**src/rtl/link_act_pkg.sv**
```systemverilog
// Shared types and helpers for the multi-channel link/activity LED controller.
package link_act_pkg;

   typedef enum logic [1:0] {
      ST_DOWN   = 2'd0,
      ST_IDLE   = 2'd1,
      ST_ACTIVE = 2'd2
   } chan_state_t;

   localparam logic [1:0] MODE_SEL   = 2'd0;
   localparam logic [1:0] MODE_ANY   = 2'd1;
   localparam logic [1:0] MODE_ALLUP = 2'd2;
   localparam logic [1:0] MODE_OFF   = 2'd3;

   // Bits needed to index/hold n distinct values, never less than 1.
   function automatic int unsigned cw(input int unsigned n);
      return (n <= 1) ? 1 : $clog2(n);
   endfunction

endpackage

```
**src/rtl/link_act_ch.sv**
```systemverilog
// One link/activity channel: DOWN/IDLE/ACTIVE state, tick-based activity
// stretch and a saturating activity counter.
module link_act_ch
   import link_act_pkg::*;
#(
   parameter int unsigned STRETCH_TICKS = 50,
   parameter int unsigned CNT_W         = 16
) (
   input  logic             clk_i,
   input  logic             rst_ni,
   input  logic             link_i,
   input  logic             act_i,
   input  logic             tick_i,
   input  logic             phase_i,
   input  logic             clr_i,
   output logic             lamp_o,
   output logic             active_o,
   output logic             idle_o,
   output logic [CNT_W-1:0] cnt_o
);

   localparam int unsigned   SW         = cw(STRETCH_TICKS + 1);
   localparam logic [SW-1:0] STRETCH_LD = SW'(STRETCH_TICKS);

   chan_state_t      state_q, state_d;
   logic [SW-1:0]    stretch_q, stretch_d;
   logic [CNT_W-1:0] cnt_q, cnt_d;

   // Link loss dominates; any qualified ACT (re)loads the stretch.
   always_comb begin
      state_d   = state_q;
      stretch_d = stretch_q;
      if (!link_i) begin
         state_d   = ST_DOWN;
         stretch_d = '0;
      end else if (act_i) begin
         state_d   = ST_ACTIVE;
         stretch_d = STRETCH_LD;
      end else begin
         case (state_q)
            ST_DOWN:   state_d = ST_IDLE;
            ST_ACTIVE: begin
               if (tick_i) begin
                  if (stretch_q == SW'(1)) begin
                     state_d   = ST_IDLE;
                     stretch_d = '0;
                  end else begin
                     stretch_d = stretch_q - SW'(1);
                  end
               end
            end
            default: ;
         endcase
      end
   end

   always_comb begin
      cnt_d = cnt_q;
      if (clr_i)
         cnt_d = '0;
      else if (act_i && link_i && (cnt_q != '1))
         cnt_d = cnt_q + CNT_W'(1);
   end

   always_ff @(posedge clk_i or negedge rst_ni) begin
      if (!rst_ni) begin
         state_q   <= ST_DOWN;
         stretch_q <= '0;
         cnt_q     <= '0;
      end else begin
         state_q   <= state_d;
         stretch_q <= stretch_d;
         cnt_q     <= cnt_d;
      end
   end

   assign active_o = (state_q == ST_ACTIVE);
   assign idle_o   = (state_q == ST_IDLE);
   assign lamp_o   = idle_o | (active_o & phase_i);
   assign cnt_o    = cnt_q;

endmodule

```
**src/rtl/link_act_multi.sv**
```systemverilog
// N-channel link/activity LED controller: shared tick prescaler and blink
// phase, per-channel FSMs, registered LED select and all-links-up output.
module link_act_multi
   import link_act_pkg::*;
#(
   parameter int unsigned NCH           = 4,
   parameter int unsigned TICK_CYC      = 250000,
   parameter int unsigned STRETCH_TICKS = 50,
   parameter int unsigned BLINK_TICKS   = 25,
   parameter int unsigned CNT_W         = 16
) (
   input  logic                 CLK,
   input  logic                 RST_N,
   input  logic [NCH-1:0]       LINK,
   input  logic [NCH-1:0]       ACT,
   input  logic [1:0]           MODE,
   input  logic [cw(NCH)-1:0]   SEL,
   input  logic                 CLR,
   output logic                 LED,
   output logic                 LED_ALL_UP,
   output logic [NCH*CNT_W-1:0] ACT_CNT
);

   localparam int unsigned SEL_W = cw(NCH);
   localparam int unsigned PW    = cw(TICK_CYC);
   localparam int unsigned BW    = cw(BLINK_TICKS);

   logic [PW-1:0]  presc_q, presc_d;
   logic [BW-1:0]  bcnt_q, bcnt_d;
   logic           phase_q, phase_d;
   logic           led_q, led_d;
   logic           allup_q;
   logic           tick;
   logic [NCH-1:0] lamp, active, idle;

   assign tick = (presc_q == PW'(TICK_CYC - 1));

   always_comb begin
      presc_d = tick ? '0 : presc_q + PW'(1);
      bcnt_d  = bcnt_q;
      phase_d = phase_q;
      if (tick) begin
         if (bcnt_q == BW'(BLINK_TICKS - 1)) begin
            bcnt_d  = '0;
            phase_d = ~phase_q;
         end else begin
            bcnt_d = bcnt_q + BW'(1);
         end
      end
   end

   for (genvar g = 0; g < NCH; g++) begin : g_ch
      link_act_ch #(
         .STRETCH_TICKS(STRETCH_TICKS),
         .CNT_W        (CNT_W)
      ) u_ch (
         .clk_i   (CLK),
         .rst_ni  (RST_N),
         .link_i  (LINK[g]),
         .act_i   (ACT[g]),
         .tick_i  (tick),
         .phase_i (phase_q),
         .clr_i   (CLR),
         .lamp_o  (lamp[g]),
         .active_o(active[g]),
         .idle_o  (idle[g]),
         .cnt_o   (ACT_CNT[g*CNT_W +: CNT_W])
      );
   end

   // Out-of-range SEL matches no channel and leaves the LED off.
   always_comb begin
      led_d = 1'b0;
      case (MODE)
         MODE_SEL: begin
            for (int unsigned i = 0; i < NCH; i++)
               if (SEL == SEL_W'(i)) led_d = lamp[i];
         end
         MODE_ANY:   led_d = (|active) ? phase_q : (|idle);
         MODE_ALLUP: led_d = &LINK;
         MODE_OFF:   led_d = 1'b0;
      endcase
   end

   always_ff @(posedge CLK or negedge RST_N) begin
      if (!RST_N) begin
         presc_q <= '0;
         bcnt_q  <= '0;
         phase_q <= 1'b0;
         led_q   <= 1'b0;
         allup_q <= 1'b0;
      end else begin
         presc_q <= presc_d;
         bcnt_q  <= bcnt_d;
         phase_q <= phase_d;
         led_q   <= led_d;
         allup_q <= &LINK;
      end
   end

   assign LED        = led_q;
   assign LED_ALL_UP = allup_q;

endmodule

```
**config.mk**
```make
export PLATFORM = sky130hd
export DESIGN_NAME = link_act_multi
export DESIGN_NICKNAME = d
export VERILOG_FILES = /design/src/rtl/link_act_pkg.sv /design/src/rtl/link_act_ch.sv /design/src/rtl/link_act_multi.sv
export SDC_FILE = /design/constraint.sdc
export NUM_CORES = 1
export LEC_CHECK = 0
export BUFFER_PORTS_ARGS = -buffer_cell sky130_fd_sc_hd__buf_4
export CORE_AREA = 2 2 151 153
export CTS_BUF_LIST = sky130_fd_sc_hd__clkbuf_2 sky130_fd_sc_hd__clkbuf_4 sky130_fd_sc_hd__clkbuf_8
export DETAILED_ROUTE_END_ITERATION = 8
export DIE_AREA = 0 0 153 155
export GPL_TIMING_DRIVEN = 0
export PLACE_DENSITY = 0.51
export SLEW_MARGIN = 20
export SYNTH_ARGS = -nofsm -noshare
export SYNTH_HDL_FRONTEND = slang
export SYNTH_SLANG_ARGS = --single-unit
```
**constraint.sdc**
```tcl
create_clock -name CLK -period 2.17 [get_ports CLK]
set_input_delay 0.217 -clock CLK [delete_from_list [all_inputs] [get_ports CLK]]
set_output_delay 0.217 -clock CLK [all_outputs]
set_load 0.005 [all_outputs]
```
==> impl_metrics.json, run 1 <==
{
  "synth_ff_type": "dfrtp_1",
  "die_width_um": 153,
  "fillerInstances": 2294,
  "critical_path_class": "flip-flop to flip-flop",
  "setup-violations-final": 0,
  "outcome": "finished, final reports clean",
  "root_buffer": "clkbuf_8",
  "drt_iter0_drc": 281,
  "final_cell_mix": "120 x dfrtp_1, 93 x nor2_1, 90 x buf_4",
  "die_h_um": 155,
  "clock_latency_ns": 0.44,
  "rsz0062_at_grt": "true",
  "grt_usage_pct": 14.1,
  "grt_pass1_vias": 5317,
  "overflow": 0,
  "p_seq_share_pct": 48.2,
  "async_reset_ff_share_pct": 100,
  "cp-start-kind": "flip-flop",
  "ys_seq_elements": 122,
  "p_sw_uw": 1140,
  "min_period_over_period_pct": 98.4,
  "placed_area_um2": 7520,
  "clk_pin_slew_ns": 0.07,
  "synth_area_um2": 6550,
  "peakVddDrop_v": 0.000328,
  "cts.sinks": 122,
  "critPathRequiredTime_ns": 2.54,
  "fp.dieArea_um2": 23700,
  "power_density_nw_per_um2": 590,
  "finalClockSkew_ns": 0.00972,
  "avgSynthCellArea_um2": 9.30,
  "numCtsBuffers": 17,
  "synth.distinct_cells": 60,
  "worstHoldPathType": "input pin to flip-flop",
  "finalHoldViolCount": 0,
  "synth_edf_count": 0,
  "worstPathMaxFanout": 7,
  "start_util_pct": 29.5,
  "slew_viol_final": 0,
  "routabilityCongestion": 0.782,
  "rows": 55,
  "syn_nets": 734,
  "first_pass_iters": 7,
  "dp_slack_ns": -0.537,
  "vias": 5546,
  "relSlewSlack_pct": 42.1,
  "cellLeakagePower_uw": 0.00355,
  "sw_frac_of_total_pct": 23.4,
  "wl_per_cell_um": 14.7,
  "synthCells": 704,
  "tightest_slew_ns": 0.861,
  "grt_start_max_net_pins": 68,
  "fin_util_pct": 37.1,
  "finalCriticalPeriod_ns": 2.14,
  "crit_path_end_kind": "flip-flop",
  "areaGrowthSynthToFinish_pct": 25.8,
  "core_um2": 22200,
  "h-tree-depth": 4,
  "p_clk_share_pct": 45.6,
  "drive_above_1_share_pct": 20.7,
  "comb_power_share_pct": 6.3,
  "fmax_mhz": 468,
  "critPathArrivalTime_ns": 2.51,
  "antenna_found_initial": 0,
  "grt_pass1_wl_um": 27400,
  "drv_cap": 0,
  "postRouteAntennaNets": 0,
  "finalWirelength_um": 16400,
  "hpwl_um": 11400,
  "fin_area_um2": 8240,
  "drc": 0,
  "hold_ws_ns": 0.0395,
  "fin_ws_ns": 0.0347,
  "cts_tree": "built",
  "diodes": 0,
  "p_int_uw": 3730,
  "clockBufferDepth": 2,
  "viasPerCell": 4.97,
  "port_buffers": 76,
  "nNetsFinal": 847,
  "ys_seq_area_share_pct": 46.6,
  "final_common_cell": "dfrtp_1",
  "synth_warnings": 0,
  "ios": 81
}
[worst max-delay path, stage by stage, from the launching register on]
cell and delay, ns:
dfrtp_2 0.43, or4_4 0.55, nor3_4 0.17, buf_6 0.15, nand3_4 0.11, or4_4 0.52
a21oi_2 0.14
[power groups by stage]
stage	sequential [uW]	clock [uW]	combinational, uW
after floorplan	2380	0	158
after global placement	2390	0	295
after detailed placement	2390	0	306
after CTS	2340	2290	311
after global routing	2350	2410	349
final	2340	2220	306
[per-stage QoR]
step / power [uW] / TNS (ns) / std cells
2_1_floorplan: 2540 / 0 / 704
3_3_place_gp: 2680 / -10.11 / 1065
3_5_place_dp: 2690 / -8.99 / 1066
4_1_cts: 4950 / -0.0180 / 1109
5_1_grt: 5100 / -0.143 / 1115
6_report: 4870 / 0 / 1115
[path summary, 6_finish.rpt]
path                                        endpoint        start  slack [ns]  cells after the start
max                        g_ch[2].u_ch.stretch_q[3]   presc_q[9]        0.03                      6
min                        g_ch[1].u_ch.stretch_q[1]       ACT[1]        0.04                      2
max reg2reg                g_ch[2].u_ch.stretch_q[3]   presc_q[9]        0.03                      6
min reg2reg                              presc_q[17]  presc_q[17]        0.51                      1
max in group asynchronous                 presc_q[5]        RST_N        1.22                      3
min in group asynchronous      g_ch[1].u_ch.cnt_o[2]        RST_N        0.28                      2
[cells in the mapped netlist (3+ instances only)]
cell type,instances,area (um^2)
dfrtp_1,122,3050
nor2_1,94,353
nand2_1,53,199
nand3_1,42,210
nand4_1,36,225
xnor2_1,34,298
a21oi_1,33,165
nor3_1,29,145
xor2_1,27,236
o21ai_0,24,120
inv_1,23,86.3
clkbuf_1,15,56.3
ha_1,15,188
nor4_1,15,93.8
or3_1,12,75.1
and3_1,10,62.6
mux2i_1,10,100
nand2b_1,9,56.3
or4_1,8,60.1
a31oi_1,7,43.8
nand4b_1,6,52.6
and4_1,5,43.8
mux2_2,5,56.3
nor2b_1,5,31.3
o21a_1,5,37.5
and2_1,4,25.0
o2111ai_1,4,35.0
or2_2,4,25.0
a21boi_0,3,22.5
a41oi_1,3,26.3
nand3_2,3,30.0
nor3b_1,3,22.5
o31ai_1,3,22.5
o41ai_1,3,26.3
[layout make-up]
| cell class | instances | area [um^2] | share of cell area (%) |
|---|---|---|---|
| Timing Repair Buffer | 95 | 758 | 9.20 |
| Clock buffer | 25 | 319 | 3.87 |
| Tap cell | 285 | 357 | 4.33 |
| Clock inverter | 7 | 113 | 1.37 |
| Sequential cell | 122 | 3060 | 37.1 |
| Multi-Input combinational cell | 541 | 3480 | 42.2 |
| Buffer | 17 | 75.1 | 0.911 |
| Inverter | 23 | 86.3 | 1.05 |
[layer usage]
layer	routed length, um	GRT usage, %	vias up
met2	7370	21.6	80
met1	8340	20.1	2690
met3	543	3.18	12
met4	176	4.19	0
li1	-	-	2764
met5	0	0	-
[what timing repair did]
action                                 CTS  global route
hold buffers                             1             0
setup endpoints to repair               39            48
endpoints found under the hold margin   55             0
pin swaps                                6             5
gates resized for setup                 15            22
setup buffers                           10             7
[state kept, by name (all words and copies together), names as in the netlist]
register and cells:
LED 1, g_ch.u_ch.cnt_o 64, bcnt_q 5, phase_q 1, presc_q 18, g_ch.u_ch.state_q 8
g_ch.u_ch.stretch_q 24, LED_ALL_UP 1
[cell families (layout without fill, tap and decap cells)]
group           after synthesis  after routing  synth area share [%]
compound gates               99             99                  9.55
simple gates                351            351                  28.1
buf+inv                      41            167                  2.37
mux                          15             15                  2.39
xor+xnor                     61             61                  8.16
flops                       122            122                  46.6
fa+ha+maj                    15             15                  2.87
Power figures use the tool's default switching activity.
==> inputs of run 2 (changes only) <==
--- a/config.mk
+++ b/config.mk
@@ -6,10 +6,10 @@
 export NUM_CORES = 1
 export LEC_CHECK = 0
 export BUFFER_PORTS_ARGS = -buffer_cell sky130_fd_sc_hd__buf_4
-export CORE_AREA = 2 2 151 153
+export CORE_AREA = 2 2 136 171
 export CTS_BUF_LIST = sky130_fd_sc_hd__clkbuf_2 sky130_fd_sc_hd__clkbuf_4 sky130_fd_sc_hd__clkbuf_8
 export DETAILED_ROUTE_END_ITERATION = 8
-export DIE_AREA = 0 0 153 155
+export DIE_AREA = 0 0 138 173
 export GPL_TIMING_DRIVEN = 0
 export PLACE_DENSITY = 0.51
 export SLEW_MARGIN = 20
==> run 2 against run 1 <==
Against the previous run: flip-flop and latch count did not move; maximum frequency rose by 1.6%; wire length rose by 3.6%; setup slack improved by 0.034 ns; critical path depth did not move; global-route usage rose by 0.17 points.
==> impl_metrics.json, run 2 (synthesis gave the netlist of run 1 again) <==
{
  "drive_above_1_share_pct": 20.5,
  "largest_reg_flops": 64,
  "hpwl_um": 11700,
  "numCtsBuffers": 17,
  "cpLargestDelayFamily": "simple AND/OR/NAND/NOR gates",
  "clockBufferDepth": 2,
  "grt_use_met3_pct": 3.74,
  "h-tree-depth": 4,
  "postRouteAntennaNets": 0,
  "finalClockSkew_ns": 0.0195,
  "p_sw_uw": 1320,
  "slew_viol_final": 0,
  "final_common_cell": "dfrtp_1",
  "vias": 5664,
  "nNetsFinal": 850,
  "critPathMaxStageDelay_ns": 0.55,
  "root_buffer": "clkbuf_8",
  "grt_start_max_net_pins": 82,
  "crit_path_end_kind": "flip-flop",
  "sw_frac_of_total_pct": 27.9,
  "rsz0062_at_grt": "true",
  "core_um2": 22100,
  "worstHoldPathType": "input pin to flip-flop",
  "comb_power_share_pct": 6.5,
  "path_common_cell": "or4_4",
  "setup-violations-final": 0,
  "rows": 61,
  "fmax_mhz": 476,
  "overflow": 0,
  "hold_ws_ns": 0.0448,
  "cellLeakagePower_uw": 0.00357,
  "start_util_pct": 29.6,
  "critPathRequiredTime_ns": 2.54,
  "reg2reg_depth": 6,
  "port_buffers": 76,
  "p_clk_share_pct": 43.9,
  "grt_pass1_wl_um": 28200,
  "critPathArrivalTime_ns": 2.48,
  "r2r_slack_ns": 0.07,
  "outcome": "finished, final reports clean",
  "busiest_layer": "met2",
  "peakVddDrop_v": 0.000345,
  "die_width_um": 138,
  "clock_latency_ns": 0.46,
  "cts_tree": "built",
  "tightest_slew_ns": 0.801,
  "clk_pin_slew_ns": 0.08,
  "viasPerCell": 5.08,
  "fin_ws_ns": 0.0692,
  "first_pass_iters": 4,
  "drc": 0,
  "cp_slowest_cell": "or4_4",
  "placed_area_um2": 7510,
  "cp-start-kind": "flip-flop",
  "antenna_found_initial": 0,
  "r2r-start": "presc_q[4]",
  "path_cells": "or4_4, nor3_4, buf_6, nand3_4, or4_4, a21oi_2",
  "fp.dieArea_um2": 23900,
  "cts.sinks": 122,
  "diodes": 0,
  "crit_buf_inv": 1,
  "fin_area_um2": 8240,
  "finalCriticalPeriod_ns": 2.10,
  "finalHoldViolCount": 0,
  "final_cell_mix": "118 x dfrtp_1, 94 x nor2_1, 93 x buf_4",
  "drv_cap": 0,
  "ios": 81,
  "p_int_uw": 3400,
  "die_h_um": 173,
  "min_period_over_period_pct": 96.8,
  "grt_use_met1_pct": 17.9,
  "relSlewSlack_pct": 46.1,
  "power_density_nw_per_um2": 573,
  "wl_per_cell_um": 15.3,
  "grt.met2_usage_pct": 24.4,
  "areaGrowthSynthToFinish_pct": 25.7,
  "p_seq_share_pct": 49.6,
  "fillerInstances": 2295,
  "critical_path_class": "flip-flop to flip-flop",
  "drt_iter0_drc": 200,
  "min_to": "g_ch[1].u_ch.stretch_q[1]",
  "whs_path_depth": 2,
  "grt_usage_pct": 14.3,
  "grt_pass1_vias": 5542,
  "reg2reg_to": "g_ch[1].u_ch.stretch_q[3]",
  "worstPathMaxFanout": 6,
  "routabilityCongestion": 0.767,
  "finalWirelength_um": 17000,
  "dp_slack_ns": -0.520,
  "hold_start": "ACT[1]"
}
[run 2: worst max-delay path by stage]
stage               start                        end  slack [ns]  cells past startpoint
6_report       presc_q[4]  g_ch[1].u_ch.stretch_q[3]        0.07                      6
5_1_grt        presc_q[8]  g_ch[2].u_ch.stretch_q[2]       -0.02                      6
2_1_floorplan  presc_q[4]  g_ch[1].u_ch.stretch_q[3]        0.05                      5
4_1_cts        presc_q[4]  g_ch[1].u_ch.stretch_q[3]      -0.003                      6
3_5_place_dp   presc_q[0]    g_ch[3].u_ch.state_q[1]       -0.52                      8
3_3_place_gp   presc_q[0]    g_ch[3].u_ch.state_q[1]       -0.50                      8
[run 2: power groups by stage]
stage | Combinational [uW] | Clock (uW) | Sequential, uW
after floorplan | 158 | 0 | 2380
after global placement | 299 | 0 | 2390
after detailed placement | 308 | 0 | 2390
after CTS | 313 | 2150 | 2340
after global routing | 349 | 2240 | 2350
final | 305 | 2070 | 2340
[run 2: metrics by stage]
step / instances / setup TNS (ns) / power, uW / utilization [%]
after floorplan: 704 / 0 / 2540 / -
after global placement: 1063 / -9.65 / 2680 / 33.8
after detailed placement: 1064 / -9.61 / 2690 / 33.9
after CTS: 1107 / -0.00285 / 4810 / 36.5
after global routing: 1116 / -0.0214 / 4940 / 37.2
final: 1116 / 0 / 4720 / 37.2
[run 2: metal layers]
layer / up-vias / share of wire (%)
met5: - / 0
met4: 0 / 0.77
met3: 9 / 4.5
met2: 100 / 50
met1: 2772 / 45
li1: 2783 / -
[run 2: timing repair]
action | 4_1_cts | 5_1_grt
setup buffers | 11 | 8
cloned | 0 | 1
pin swaps | 6 | 4
endpoints found under the setup margin | 45 | 38
endpoints found under the hold margin | 41 | 0
gates resized for setup | 17 | 18
hold buffers | 1 | 0
[run 2: worst register-to-register path, cell delays in order (launching register included)]
cell,delay [ns]
dfrtp_2,0.41
or4_4,0.55
nor3_4,0.17
buf_6,0.15
nand3_4,0.11
or4_4,0.53
a21oi_2,0.12
[run 2: final cells by class]
| type | count | area (um^2) | area share, % |
|---|---|---|---|
| buffer | 17 | 75.1 | 0.911 |
| clock buffer | 18 | 248 | 3.01 |
| clock inverter | 14 | 149 | 1.81 |
| inverter | 23 | 86.3 | 1.05 |
| multi-input combinational | 541 | 3490 | 42.3 |
| sequential | 122 | 3060 | 37.1 |
| tap | 283 | 354 | 4.30 |
| timing repair buffer | 98 | 781 | 9.48 |
==> inputs of run 3 (changes only) <==
--- a/config.mk
+++ b/config.mk
@@ -5,13 +5,14 @@
 export SDC_FILE = /design/constraint.sdc
 export NUM_CORES = 1
 export LEC_CHECK = 0
+export ABC_AREA = 1
 export BUFFER_PORTS_ARGS = -buffer_cell sky130_fd_sc_hd__buf_4
-export CORE_AREA = 2 2 136 171
+export CORE_AREA = 2 2 146 184
 export CTS_BUF_LIST = sky130_fd_sc_hd__clkbuf_2 sky130_fd_sc_hd__clkbuf_4 sky130_fd_sc_hd__clkbuf_8
 export DETAILED_ROUTE_END_ITERATION = 8
-export DIE_AREA = 0 0 138 173
+export DIE_AREA = 0 0 148 186
 export GPL_TIMING_DRIVEN = 0
-export PLACE_DENSITY = 0.51
+export PLACE_DENSITY = 0.5
 export SLEW_MARGIN = 20
 export SYNTH_ARGS = -nofsm -noshare
 export SYNTH_HDL_FRONTEND = slang
==> run 3 against run 2 <==
Against the previous run: wire length increased by 22%; first-iteration DRC count increased by 81%; flip-flop and latch count unchanged; design area up 11%; die area rose by 15%; register-to-register slack improved by 0.24 ns; setup slack better by 0.24 ns; hold slack better by 0.016 ns; non-clock buffer count decreased by 22; global-route usage increased by 1.2 points; via count grew 27%; power grew 12%.
==> impl_metrics.json, run 3 <==
{
  "synth.area.top_cells": "dfrtp_1 40%, nand2_1 15%, nand3_1 6.9%",
  "synth_compound_area_share_pct": 8.10,
  "cp-start-kind": "flip-flop",
  "finalWirelength_um": 20700,
  "fp.dieArea_um2": 27500,
  "wl_per_cell_um": 13.6,
  "first_pass_iters": 7,
  "viasPerCell": 4.74,
  "critPathMaxStageDelay_ns": 0.47,
  "setup-tns-final_ns": 0,
  "cellLeakagePower_uw": 0.00446,
  "die_h_um": 186,
  "numCtsBuffers": 17,
  "finalClockSkew_ns": 0.0150,
  "synth_ff_type": "dfrtp_1",
  "outcome": "finished, final reports clean",
  "fmax_mhz": 538,
  "finalHoldViolCount": 0,
  "synth_edf_count": 0,
  "grt_pass1_wl_um": 34500,
  "hpwl_um": 15100,
  "ys_seq_area_share_pct": 40.1,
  "start_util_pct": 29.6,
  "drv_cap": 0,
  "largest_reg_flops": 64,
  "path_cells": "ha_1, nand2_1, nor2_2, nand2_1, nor2_2, nor2_4, buf_2, nand4_1, o21ai_1",
  "cts_tree": "built",
  "fin_util_pct": 35.3,
  "synthTopCellsByCount": "307 x nand2_1, 129 x inv_1, 122 x dfrtp_1, 112 x nor2_1, 105 x nand3_1",
  "areaGrowthSynthToFinish_pct": 19.5,
  "final_common_cell": "nand2_1",
  "clockBufferDepth": 2,
  "postRouteAntennaNets": 0,
  "drc": 0,
  "muxShareOfSynthArea_pct": 0,
  "grt_pass1_vias": 7015,
  "finalCriticalPeriod_ns": 1.86,
  "drive_above_1_share_pct": 15.9,
  "power_uw": 5270,
  "cp_slowest_cell": "dfrtp_1",
  "crit_buf_inv": 1,
  "diodes": 0,
  "synth_area_um2": 7620,
  "tightest_slew_ns": 0.677,
  "ios": 81,
  "port_buffers": 78,
  "antenna_found_initial": 0,
  "cts_setup_buffers": 0,
  "synth-xor-area-share_pct": 2.53,
  "nNetsFinal": 1201,
  "h-tree-depth": 4,
  "routabilityCongestion": 0.869,
  "grt_usage_pct": 15.5,
  "peakVddDrop_v": 0.000401,
  "critical_path_class": "flip-flop to flip-flop",
  "crit_path_end_kind": "flip-flop",
  "ys_seq_elements": 122,
  "synth_adder_area_share_pct": 2.46,
  "root_buffer": "clkbuf_8",
  "overflow": 0,
  "die_width_um": 148,
  "relSlewSlack_pct": 54.8,
  "async_reset_ff_share_pct": 100,
  "drt_iter0_drc": 362,
  "setup-violations-final": 0,
  "vias": 7220,
  "synthSimpleGateAreaFrac_pct": 38.8,
  "core_um2": 25800,
  "synth_warnings": 0,
  "r2r_slack_ns": 0.31,
  "synth_top_area_share_pct": 40.1,
  "final_cell_mix": "307 x nand2_1, 129 x inv_1, 122 x dfrtp_1",
  "synth_largest_area_cell": "dfrtp_1",
  "rsz0062_at_grt": "false",
  "cts.sinks": 122,
  "worstPathMaxFanout": 10,
  "synth_top_family_by_area": "simple AND/OR/NAND/NOR gates",
  "critPathRequiredTime_ns": 2.54,
  "synth.distinct_cells": 37,
  "grt_start_max_net_pins": 68,
  "slew_viol_final": 0,
  "yosysMostFrequentCell": "nand2_1",
  "syn_nets": 1102,
  "cpLargestDelayFamily": "simple AND/OR/NAND/NOR gates",
  "dp_slack_ns": 0.324,
  "power_density_nw_per_um2": 579,
  "synthCells": 1072,
  "fin_ws_ns": 0.312,
  "clk_pin_slew_ns": 0.07,
  "critPathArrivalTime_ns": 2.22,
  "rows": 66,
  "min_period_over_period_pct": 85.6,
  "avgSynthCellArea_um2": 7.11,
  "worstHoldPathType": "input pin to flip-flop",
  "clock_latency_ns": 0.44
}
[run 3: changes by cell type after synthesis, moves of 15 or more]
cell,previous run,this run
nor3_1,29,11
nor2_1,94,112
o21ai_1,0,40
xnor2_1,34,2
clkbuf_1,15,0
nand4_1,36,67
inv_1,23,129
nand2_1,53,307
nand3_1,42,105
[run 3: layout make-up]
class                   count  area [um^2]
fillers                  2806        16700
flip-flops and latches    122         3050
inverters                 144          543
plain buffers              13         71.3
well taps                 340          425
clock buffers              24          318
clock inverters             7          113
multi-input cells         793         3950
repair buffers             80          631
[run 3: worst min-delay path: stages]
cell and delay, ns:
buf_4 0.10, nor2_1 0.04, nand2_1 0.04, o21ai_1 0.06
[run 3: final timing paths]
path	start	to	cells after the start
worst min-delay path	ACT[2]	g_ch[2].u_ch.stretch_q[3]	4
worst max-delay path	g_ch[3].u_ch.cnt_o[0]	g_ch[3].u_ch.cnt_o[6]	9
max in group asynchronous	RST_N	bcnt_q[2]	3
worst max register to register	g_ch[3].u_ch.cnt_o[0]	g_ch[3].u_ch.cnt_o[6]	9
worst min register to register	presc_q[0]	presc_q[0]	1
min in group asynchronous	RST_N	g_ch[1].u_ch.stretch_q[2]	2
[run 3: per-stage QoR]
step	area (um^2)	std cells	hold WS (ns)
after global routing	9100	1523	0.0291
after global placement	8630	1490	0.454
final	9100	1523	0.0609
after CTS	9100	1523	0.0210
after floorplan	7620	1072	-0.0786
after detailed placement	8660	1491	0.179
[run 3: cells by family after synthesis]
family	after synthesis
simple gates	650
buf+inv	157
flops	122
compound gates	106
xor+xnor	22
fa+ha+maj	15
[run 3: layer usage]
metal / track usage [%] / vias up / wire length [um]
li1: - / 3687 / -
met5: 0 / - / 0
met4: 4.53 / 0 / 270
met2: 27.4 / 125 / 10200
met3: 2.89 / 23 / 769
met1: 19.2 / 3385 / 9470
[run 3: report_power, final]
part           total (uW)  internal (uW)  switching (uW)
combinational         622            214             407
clock                2230           1310             927
sequential           2420           2350            73.5
[run 3: timing repair]
| item | in CTS | in global routing |
|---|---|---|
| hold endpoints to repair | 55 | 0 |
| hold buffers | 1 | 0 |
| resized for setup | 0 | 0 |
